--- config.mk ---
export PLATFORM = sky130hd
export DESIGN_NAME = tile_address_sequencer
export DESIGN_NICKNAME = d
export VERILOG_FILES = /design/src/rtl/coproc_pkg.sv /design/src/rtl/tile_base_calc.sv /design/src/rtl/tile_address_sequencer.sv
export SDC_FILE = /design/constraint.sdc
export NUM_CORES = 1
export LEC_CHECK = 0
export ABC_AREA = 1
export ABC_CLOCK_PERIOD_IN_PS = 26800
export CAP_MARGIN = 40
export CORE_ASPECT_RATIO = 0.75
export CORE_MARGIN = 4
export CORE_UTILIZATION = 55
export DETAILED_ROUTE_END_ITERATION = 8
export PLACE_DENSITY_LB_ADDON = 0.08
export SLEW_MARGIN = 0
export SYNTH_ARGS = -nofsm -noshare
export SYNTH_HDL_FRONTEND = slang
export SYNTH_HIERARCHICAL = 1
export SYNTH_SLANG_ARGS = --single-unit
export TNS_END_PERCENT = 100
--- constraint.sdc ---
create_clock -name i_Clk -period 26.8 [get_ports i_Clk]
set_input_delay 6.7 -clock i_Clk [delete_from_list [all_inputs] [get_ports i_Clk]]
set_output_delay 6.7 -clock i_Clk [all_outputs]
set_load 0.005 [all_outputs]
--- src/rtl/coproc_pkg.sv ---
// ============================================================================
// Module      : coproc_pkg
// Description : Shared definitions for the matrix coprocessor address path:
//               matrix type codes, config field positions, sequencer states.
// Revision    : 1.0 - initial release
// ============================================================================
`default_nettype none

package coproc_pkg;

    // One-hot matrix selectors
    localparam logic [2:0] TYPE_A = 3'b001;
    localparam logic [2:0] TYPE_B = 3'b010;
    localparam logic [2:0] TYPE_C = 3'b100;

    // Config word field positions, in units of the field width, from the LSB
    localparam int unsigned FLD_LAMBDA = 0;
    localparam int unsigned FLD_GAMMA  = 1;
    localparam int unsigned FLD_MU     = 2;
    localparam int unsigned FLD_PROCS  = 3;

    typedef enum logic [1:0] {
        IDLE = 2'd0,
        RUN  = 2'd1,
        ERR  = 2'd2
    } seq_state_e;

    // Extract field number fld of width w from a packed config word
    function automatic logic [63:0] cfg_field(input logic [63:0] word,
                                              input int unsigned fld,
                                              input int unsigned w);
        logic [63:0] mask;
        mask = (64'd1 << w) - 64'd1;
        return (word >> (fld * w)) & mask;
    endfunction

endpackage

`default_nettype wire

--- src/rtl/tile_base_calc.sv ---
// ============================================================================
// Module      : tile_base_calc
// Description : Combinational tile setup: matrix base, row pitch, start
//               address of the tile origin and command legality.
// Revision    : 1.0 - initial release
// ============================================================================
`default_nettype none

module tile_base_calc
    import coproc_pkg::*;
#(
    parameter int ADDR_W = 10,
    parameter int IDX_W  = 8,
    parameter int CFG_W  = 32
) (
    input  logic [CFG_W-1:0]  cfg_i,
    input  logic [2:0]        type_i,
    input  logic [IDX_W-1:0]  row_start_i,
    input  logic [IDX_W-1:0]  col_start_i,
    input  logic [IDX_W-1:0]  tile_rows_i,
    input  logic [IDX_W-1:0]  tile_cols_i,
    output logic [IDX_W-1:0]  ncols_o,
    output logic [ADDR_W-1:0] start_o,
    output logic              legal_o
);

    // Wide enough that no product or sum of legal-looking fields can wrap
    localparam int WW = ADDR_W + IDX_W;
    localparam logic [WW-1:0] C_LIMIT = WW'(1) << ADDR_W;

    logic [IDX_W-1:0] w_lambda, w_gamma, w_mu;
    logic [WW-1:0]    w_base_b, w_base_c, w_end, w_base, w_start;
    logic [IDX_W-1:0] w_ncols, w_nrows;
    logic             w_type_ok, w_dims_ok, w_rows_ok, w_cols_ok, w_fit_ok;

    assign w_lambda = IDX_W'(cfg_field(64'(cfg_i), FLD_LAMBDA, IDX_W));
    assign w_gamma  = IDX_W'(cfg_field(64'(cfg_i), FLD_GAMMA,  IDX_W));
    assign w_mu     = IDX_W'(cfg_field(64'(cfg_i), FLD_MU,     IDX_W));

    assign w_base_b = WW'(w_lambda) * WW'(w_gamma);
    assign w_base_c = w_base_b + WW'(w_gamma) * WW'(w_mu);
    assign w_end    = w_base_c + WW'(w_lambda) * WW'(w_mu);

    // Per-matrix base and shape; a non-one-hot type selects nothing
    always_comb begin
        w_base    = '0;
        w_ncols   = '0;
        w_nrows   = '0;
        w_type_ok = 1'b0;
        case (type_i)
            TYPE_A: begin w_base = '0;       w_ncols = w_gamma; w_nrows = w_lambda; w_type_ok = 1'b1; end
            TYPE_B: begin w_base = w_base_b; w_ncols = w_mu;    w_nrows = w_gamma;  w_type_ok = 1'b1; end
            TYPE_C: begin w_base = w_base_c; w_ncols = w_mu;    w_nrows = w_lambda; w_type_ok = 1'b1; end
            default: ;
        endcase
    end

    assign w_start   = w_base + WW'(row_start_i) * WW'(w_ncols) + WW'(col_start_i);
    assign w_dims_ok = (w_lambda != '0) && (w_gamma != '0) && (w_mu != '0) &&
                       (tile_rows_i != '0) && (tile_cols_i != '0);
    assign w_rows_ok = ({1'b0, row_start_i} + {1'b0, tile_rows_i}) <= {1'b0, w_nrows};
    assign w_cols_ok = ({1'b0, col_start_i} + {1'b0, tile_cols_i}) <= {1'b0, w_ncols};
    assign w_fit_ok  = (w_end <= C_LIMIT);

    assign ncols_o = w_ncols;
    assign start_o = ADDR_W'(w_start);
    assign legal_o = w_type_ok && w_dims_ok && w_rows_ok && w_cols_ok && w_fit_ok;

endmodule

`default_nettype wire

--- src/rtl/tile_address_sequencer.sv ---
// ============================================================================
// Module      : tile_address_sequencer
// Description : Accepts a tile command and streams one SRAM address per beat
//               over valid/ready, walking the tile row- or column-major.
// Revision    : 1.0 - initial release
// ============================================================================
`default_nettype none

module tile_address_sequencer
    import coproc_pkg::*;
#(
    parameter int ADDR_W = 10,
    parameter int IDX_W  = 8,
    parameter int CFG_W  = 32
) (
    input  logic              i_Clk,
    input  logic              i_Rst_n,
    input  logic [CFG_W-1:0]  i_Config,
    input  logic              i_Cmd_Valid,
    output logic              o_Cmd_Ready,
    input  logic [2:0]        i_Type,
    input  logic [IDX_W-1:0]  i_Row_Start,
    input  logic [IDX_W-1:0]  i_Col_Start,
    input  logic [IDX_W-1:0]  i_Tile_Rows,
    input  logic [IDX_W-1:0]  i_Tile_Cols,
    input  logic              i_Col_Major,
    output logic              o_Addr_Valid,
    input  logic              i_Addr_Ready,
    output logic [ADDR_W-1:0] o_Address,
    output logic [IDX_W-1:0]  o_Row,
    output logic [IDX_W-1:0]  o_Col,
    output logic              o_Last,
    output logic              o_Err
);

    seq_state_e        state_q;
    logic              pend_q;
    logic [CFG_W-1:0]  cfg_q;
    logic [2:0]        type_q;
    logic [IDX_W-1:0]  row_start_q, col_start_q, trows_q, tcols_q;
    logic              cmaj_q;
    logic [IDX_W-1:0]  ncols_q, ext_in_q, ext_out_q, in_q, out_q;
    logic [ADDR_W-1:0] addr_q, top_q;
    logic [IDX_W-1:0]  row_q, col_q;
    logic              valid_q, last_q, err_q, ready_q;

    logic [IDX_W-1:0]  w_ncols;
    logic [ADDR_W-1:0] w_start;
    logic              w_legal;

    logic              wrap_d, last_d;
    logic [IDX_W-1:0]  in_d, out_d, row_d, col_d;
    logic [ADDR_W-1:0] addr_d, top_d;

    // Setup math runs on the latched command, so it is stable during validation
    tile_base_calc #(
        .ADDR_W (ADDR_W),
        .IDX_W  (IDX_W),
        .CFG_W  (CFG_W)
    ) u_base (
        .cfg_i       (cfg_q),
        .type_i      (type_q),
        .row_start_i (row_start_q),
        .col_start_i (col_start_q),
        .tile_rows_i (trows_q),
        .tile_cols_i (tcols_q),
        .ncols_o     (w_ncols),
        .start_o     (w_start),
        .legal_o     (w_legal)
    );

    // Next beat position: counters plus incremental address step
    always_comb begin
        wrap_d = (in_q == ext_in_q - IDX_W'(1));
        in_d   = wrap_d ? '0 : in_q + IDX_W'(1);
        out_d  = wrap_d ? out_q + IDX_W'(1) : out_q;
        last_d = (in_d == ext_in_q - IDX_W'(1)) && (out_d == ext_out_q - IDX_W'(1));
        addr_d = addr_q;
        top_d  = top_q;
        row_d  = row_q;
        col_d  = col_q;
        if (!cmaj_q) begin
            if (wrap_d) begin
                addr_d = addr_q + ADDR_W'(ncols_q) - ADDR_W'(tcols_q) + ADDR_W'(1);
                col_d  = col_start_q;
                row_d  = row_q + IDX_W'(1);
            end else begin
                addr_d = addr_q + ADDR_W'(1);
                col_d  = col_q + IDX_W'(1);
            end
        end else begin
            if (wrap_d) begin
                // top_q tracks the origin-row address of the current column
                addr_d = top_q + ADDR_W'(1);
                top_d  = top_q + ADDR_W'(1);
                row_d  = row_start_q;
                col_d  = col_q + IDX_W'(1);
            end else begin
                addr_d = addr_q + ADDR_W'(ncols_q);
                row_d  = row_q + IDX_W'(1);
            end
        end
    end

    // Control FSM with registered outputs
    always_ff @(posedge i_Clk or negedge i_Rst_n) begin
        if (!i_Rst_n) begin
            state_q     <= IDLE;
            pend_q      <= 1'b0;
            cfg_q       <= '0;
            type_q      <= '0;
            row_start_q <= '0;
            col_start_q <= '0;
            trows_q     <= '0;
            tcols_q     <= '0;
            cmaj_q      <= 1'b0;
            ncols_q     <= '0;
            ext_in_q    <= '0;
            ext_out_q   <= '0;
            in_q        <= '0;
            out_q       <= '0;
            addr_q      <= '0;
            top_q       <= '0;
            row_q       <= '0;
            col_q       <= '0;
            valid_q     <= 1'b0;
            last_q      <= 1'b0;
            err_q       <= 1'b0;
            ready_q     <= 1'b1;
        end else begin
            case (state_q)
                IDLE: begin
                    if (pend_q) begin
                        // Validation cycle: command was latched on the previous edge
                        pend_q <= 1'b0;
                        if (w_legal) begin
                            state_q   <= RUN;
                            ncols_q   <= w_ncols;
                            ext_in_q  <= cmaj_q ? trows_q : tcols_q;
                            ext_out_q <= cmaj_q ? tcols_q : trows_q;
                            in_q      <= '0;
                            out_q     <= '0;
                            addr_q    <= w_start;
                            top_q     <= w_start;
                            row_q     <= row_start_q;
                            col_q     <= col_start_q;
                            valid_q   <= 1'b1;
                            last_q    <= (trows_q == IDX_W'(1)) && (tcols_q == IDX_W'(1));
                        end else begin
                            state_q <= ERR;
                            err_q   <= 1'b1;
                        end
                    end else if (i_Cmd_Valid && ready_q) begin
                        cfg_q       <= i_Config;
                        type_q      <= i_Type;
                        row_start_q <= i_Row_Start;
                        col_start_q <= i_Col_Start;
                        trows_q     <= i_Tile_Rows;
                        tcols_q     <= i_Tile_Cols;
                        cmaj_q      <= i_Col_Major;
                        pend_q      <= 1'b1;
                        ready_q     <= 1'b0;
                    end
                end
                RUN: begin
                    if (valid_q && i_Addr_Ready) begin
                        if (last_q) begin
                            state_q <= IDLE;
                            valid_q <= 1'b0;
                            last_q  <= 1'b0;
                            ready_q <= 1'b1;
                        end else begin
                            in_q   <= in_d;
                            out_q  <= out_d;
                            addr_q <= addr_d;
                            top_q  <= top_d;
                            row_q  <= row_d;
                            col_q  <= col_d;
                            last_q <= last_d;
                        end
                    end
                end
                ERR: begin
                    state_q <= IDLE;
                    err_q   <= 1'b0;
                    ready_q <= 1'b1;
                end
                default: begin
                    state_q <= IDLE;
                    valid_q <= 1'b0;
                    last_q  <= 1'b0;
                    err_q   <= 1'b0;
                    ready_q <= 1'b1;
                end
            endcase
        end
    end

    assign o_Cmd_Ready  = ready_q;
    assign o_Addr_Valid = valid_q;
    assign o_Address    = addr_q;
    assign o_Row        = row_q;
    assign o_Col        = col_q;
    assign o_Last       = last_q;
    assign o_Err        = err_q;

endmodule

`default_nettype wire

-- After elaboration in Yosys (flattened, before gate mapping)
Index checks and enable logic that the tools add are counted.
- register bits after elaboration: 143
- bits of input ports: 72
- output and inout bits: 30
- $add $sub $neg: 17
- multipliers: 4
- $lt $le $gt $ge: 3
- equality and inequality tests: 22
- mux-type cells: 70
- bitwise gates (word level): 3
- reductions and logical operators: 33
- operators by type and width (kind ; number):
    two-way mux 8 bit ; 24
    two-way mux 10 bit ; 11
    case mux 8 bit (2 select lines) ; 6
    case mux 10 bit (2 select lines) ; 3
    multiplier 8 x 8 -> 16 bit ; 3
    nonzero test 8 bit ; 5
    adder 8 x 1 -> 8 bit, second input constant ; 4
    adder 10 x 1 -> 10 bit, second input constant ; 3
    equality test 8 bit ; 3
    adder 10 x 8 -> 10 bit ; 2
    adder 17 x 16 -> 18 bit ; 1
    adder 8 x 8 -> 9 bit ; 2
    <= comparator 18 x 11 -> 1 bit, second input constant ; 1
    <= comparator 9 x 8 -> 1 bit ; 2
    inequality test 2 bit, second input constant ; 9
    adder 16 x 16 -> 17 bit ; 1
    two-way mux 1 bit ; 17
    equality test 8 x 1 -> 1 bit, second input constant ; 2
    subtractor 8 x 1 -> 8 bit, second input constant ; 2
    logical AND 1 bit ; 12
    AND reduction 3 bit ; 4
    AND reduction 6 bit ; 2
    adder 10 bit ; 1
    multiplier 8 x 8 -> 10 bit ; 1
    20 further kinds ; 31

-- Logic depth before layout (Yosys ltp)
- depth after elaboration: 12
- mapped depth: 56
- gate-level depth less buffers: 55

-- Modules after synthesis
Netlist, hierarchy kept.
- modules (own cells, without submodules) (module ; instances ; cells each ; area each (um2)):
    tile_base_calc ; 1 ; 1534 ; 10735.3
    tile_address_sequencer ; 1 ; 1056 ; 8780.9

-- Worst setup path after synthesis
No wires, ideal clock.
- path kind: reg-to-reg
- start point: register cfg_q[11]
- end point: register in_q[0]
- setup time: 141 ps
- data arrival time: 10831 ps
- data required time: 26659 ps
- slack: 15828 ps
- stages on the path, launching flop included: 50
- buffers on the path: 4
- clock period less this slack: 10972 ps
- cell sequence: dfrtp_1 > clkbuf_1 > buf_1 > nand2_1 > inv_1 > fa_1 > fa_1 > inv_1 > fa_1 > fa_1 > inv_1 > ha_1 > a21o_1 > a31o_2 > xnor2_1 > fa_1 > fa_1 > inv_1 > [... 14 more ...] > nand2_1 > inv_1 > a21boi_0 > nand2_1 > nand2_1 > nand2_1 > nand2_1 > nand2_1 > xor2_1 > nand4_1 > nor2_1 > o21ai_0 > nor2_1 > nand2_2 > inv_1 > buf_2 > buf_1 > o22ai_1
- word-level cells in the longest chain between the ends: 11
- elaborated cells between the ends (all ways): 20
- those cells by class: add/sub (2); mul (2); order compare (3); eq/ne (1); mux (2); reduce/logical (10)
- ends and longest elaborated chain (element ; line ; source):
    from (decl) ; tile_address_sequencer.sv:38 ; logic [CFG_W-1:0] cfg_q;
    from (signal assigned) ; tile_address_sequencer.sv:154 ; cfg_q <= i_Config;
    branches (longest 8 deep; another with adder 17 x 16 -> 18 bit) ; n/a ;
    logical AND 1 bit (*) ; tile_base_calc.sv:67 ; assign legal_o = w_type_ok && w_dims_ok && w_rows_ok && w_cols_ok && w_fit_ok;
    named net w_legal ; tile_address_sequencer.sv:49 ; logic w_legal;
    inequality test 2 x 1 -> 1 bit (no line) (*) ; n/a ;
    AND reduction 5 bit (no line) (*) ; n/a ;
    to (signal assigned) ; tile_address_sequencer.sv:173 ; in_q <= in_d;
    to (decl) ; tile_address_sequencer.sv:42 ; logic [IDX_W-1:0] ncols_q, ext_in_q, ext_out_q, in_q, out_q;
Mark *: on every way through the listed nets, which the timed path passes.
A chain may end at the register's enable or synchronous reset.

-- Worst setup path after layout
- start point: register cfg_q[10]
- end point: register ext_in_q[2]
- word-level cells in the longest chain between the ends: 10
- elaborated cells between the ends (all ways): 19
- those cells by class: add/sub (2); mul (2); order compare (3); mux (2); reduce/logical (10)
- ends and longest elaborated chain (element ; line ; source):
    branches (longest 8 deep; another with adder 17 x 16 -> 18 bit) ; n/a ;
    logical AND 1 bit (*) ; tile_base_calc.sv:67 ;
    named net w_legal ; tile_address_sequencer.sv:49 ;
    AND reduction 3 bit (no line) (*) ; n/a ;
    to (signal assigned) ; tile_address_sequencer.sv:139 ; ext_in_q <= cmaj_q ? trows_q : tcols_q;
    to (decl) ; tile_address_sequencer.sv:42 ;
Marked as above.

==> metrics.txt <==
mapped cell area=around 0.019 mm^2; peak supply drop=0.03834 mV; Post-route DRC=0; final hold slack=about 0.48 ns; Vert. Die Dim=169.9 um; drt initial violations=between 1500 and 2000; most used cell, CP=fa_1; max reg flops=24; Post-DRT Antenna Nets=0; P&R area growth vs syn=10.45%; Finished Layout Cells=3090; critical path arrival=around 14 ns; Setup crit start=cfg_q[10]$_DFFE_PN0P_; Hold Buf Count CTS=0; Util after Layout=0.6239; power share of the combinational group=0.031; WL/cell=approximately 17 um; largest net degree at the start of global routing=between 70 and 80; Top reg by flops=cfg_q; RR Startpoint=cfg_q[10]$_DFFE_PN0P_; DIE AREA=~0.038 mm^2; unrepaired setup endpoints after global routing=no; dpl cells=between 3000 and 4000; clk slew on worst S/H paths=around 0.070 ns; Vias/cell=5.481; R2R cell count=48; total CTS buffers=17; Hold Vio Cnt, Final=0; Placement Rows=just under 60; DRT Pass-1 Iters=5; Final TNS setup=0 ns; Starting Density=0.5649; Max clock buf depth=2; clk_skew=about 0.013 ns; Slowest-stage cell, CP=dfrtp_1; Max-slew headroom=0.3871; DIE WIDTH=between 200 and 250 um; Seq pwr share=0.452; Syn. warnings=6; maxcap violations=0; Post-Syn Instances=2574; gr ovfl total=0; Internal=about 0.37 mW; Leak=roughly 12 nW; status=complete, no violations; Worst-Skew Late Latency=between 0.4 and 0.5 ns; Global Route Usage Sum=0.2840; post_cts resized=0; Core Footprint=~0.034 mm^2; number of global-route vias before repair=between 15000 and 20000; switching power=0.1114 mW; clk sinks=around 140; crit-path max cell delay=0.71 ns; Fmax=0.07542 GHz; Placement Cell Area=about 0.021 mm^2; H-tree levels=4; Port Buffers=93; Worst Setup EP=ext_in_q[2]$_DFFE_PN0P_; worst-path fanout max=36; Register-to-Register Setup Slack=~14 ns; initial antenna violation count=1; CTS tree=built; Tightest Hold Check Type=reg2reg; Final setup viols=0; GPL Wtd Cong=around 0.93; Mean Syn Cell Area=between 7 and 8 um^2; WP data required=between 20 and 30 ns; postcts setup bufs=0; kind of critical path=reg2reg; post-DP HPWL=between 40000 and 50000 um; IO Count=a little over 100; fill cell count=approximately 3100; Critical Path Sink Type=flip-flop; vias post-DR=around 17000; Tcrit/Tclk final=0.4947; Setup crit start kind=flip-flop; fin area=0.02123 mm^2; share of cells above drive strength 1=0.05343; Slew Limit Fails=0; synthesized net count=~3000; first-pass GRT wire length=between 80000 and 90000 um; sw frac=0.2331; Crit Reg-Reg Endpoint=ext_in_q[2]$_DFFE_PN0P_; worst-margin pin slew=around 0.9 ns; CTS root buffer=clkbuf_16; Clock Power Share=0.518; nets=approximately 3000; PwrDens=between 20 and 25 mW/mm^2; routed wire length=between 50000 and 60000 um; crit path time final=between 10 and 15 ns
-- layout make-up --
cell class              count  area, um^2  share of cell area
diodes                      1       2.502           0.0001178
clock buffers              19       452.9             0.02133
clock inverters            12       135.1            0.006364
inverters                 574        2155              0.1015
multi-input cells        1776       13140              0.6189
flip-flops and latches    143        3580              0.1686
well taps                 450       563.0             0.02652
repair buffers            115        1205             0.05674
-- power groups by stage --
stage | clock (mW) | combinational, mW | sequential (mW)
after detailed placement | 0 | 0.0149 | 0.220
after CTS | 0.251 | 0.0150 | 0.216
after global routing | 0.260 | 0.0159 | 0.216
final | 0.247 | 0.0146 | 0.216
after global placement | 0 | 0.0143 | 0.220
after floorplan | 0 | 0.0000939 | 0.220
-- worst max-delay path, delay by kind of cell (launching register included) --
kind	cells	cell delay, ns
AOI/OAI and AO/OA	8	1.70
xor gates and xnor gates	3	1.09
adders and majority gates	15	6.76
buffers and inverters	9	1.10
DFF	1	0.71
and+or+nand+nor	13	1.77
-- worst min path at each step --
stage,start,to,slack [ns],cells after the start
2_1_floorplan,ncols_q[2]$_DFFE_PN0P_,ncols_q[2]$_DFFE_PN0P_,0.45,2
3_3_place_gp,ncols_q[0]$_DFFE_PN0P_,ncols_q[0]$_DFFE_PN0P_,0.48,2
3_5_place_dp,ncols_q[7]$_DFFE_PN0P_,ncols_q[7]$_DFFE_PN0P_,0.47,2
4_1_cts,ncols_q[7]$_DFFE_PN0P_,ncols_q[7]$_DFFE_PN0P_,0.49,2
5_1_grt,ncols_q[3]$_DFFE_PN0P_,ncols_q[3]$_DFFE_PN0P_,0.52,2
6_report,ncols_q[7]$_DFFE_PN0P_,ncols_q[7]$_DFFE_PN0P_,0.48,2
-- through the flow --
stage	total power, mW	setup slack [ns]
6_report	0.4779	13.54
5_1_grt	0.4912	12.79
4_1_cts	0.4818	13.73
3_5_place_dp	0.2348	13.79
3_3_place_gp	0.2342	13.87
2_1_floorplan	0.2200	15.83
-- routing by layer --
layer | global-route usage | vias to the layer above | wire length (um)
met5 | 0 | - | 0
met4 | 0.05947 | 0 | 778
met3 | 0.06777 | 70 | 4935
met2 | 0.4249 | 662 | 22480
met1 | 0.4229 | 8138 | 24910
li1 | - | 8065 | -
-- placed cells by master (no fill, tap or decap), types with 4 or more instances in the layout --
| cell type | instances |
|---|---|
| nand2_1 | 607 |
| inv_1 | 561 |
| ha_1 | 202 |
| fa_1 | 177 |
| nor2_1 | 169 |
| dfrtp_1 | 142 |
| a21oi_1 | 118 |
| nand3_1 | 104 |
| clkdlybuf4s50_1 | 92 |
| xor2_1 | 74 |
| o21ai_0 | 71 |
| mux2_2 | 41 |
| xnor2_1 | 29 |
| o22ai_1 | 20 |
| nand4_1 | 19 |
| o211ai_1 | 19 |
| clkbuf_16 | 17 |
| buf_4 | 16 |
| a31oi_1 | 13 |
| nand2_2 | 13 |
| nor3_1 | 13 |
| a22oi_1 | 13 |
| inv_2 | 10 |
| a21o_1 | 9 |
| nand3b_1 | 8 |
| o2111ai_1 | 8 |
| nor2_2 | 5 |
| buf_16 | 5 |
| o21ai_1 | 4 |
| o21bai_1 | 4 |
| clkinv_4 | 4 |
| a22o_1 | 4 |
Power figures use the tool's default switching activity.
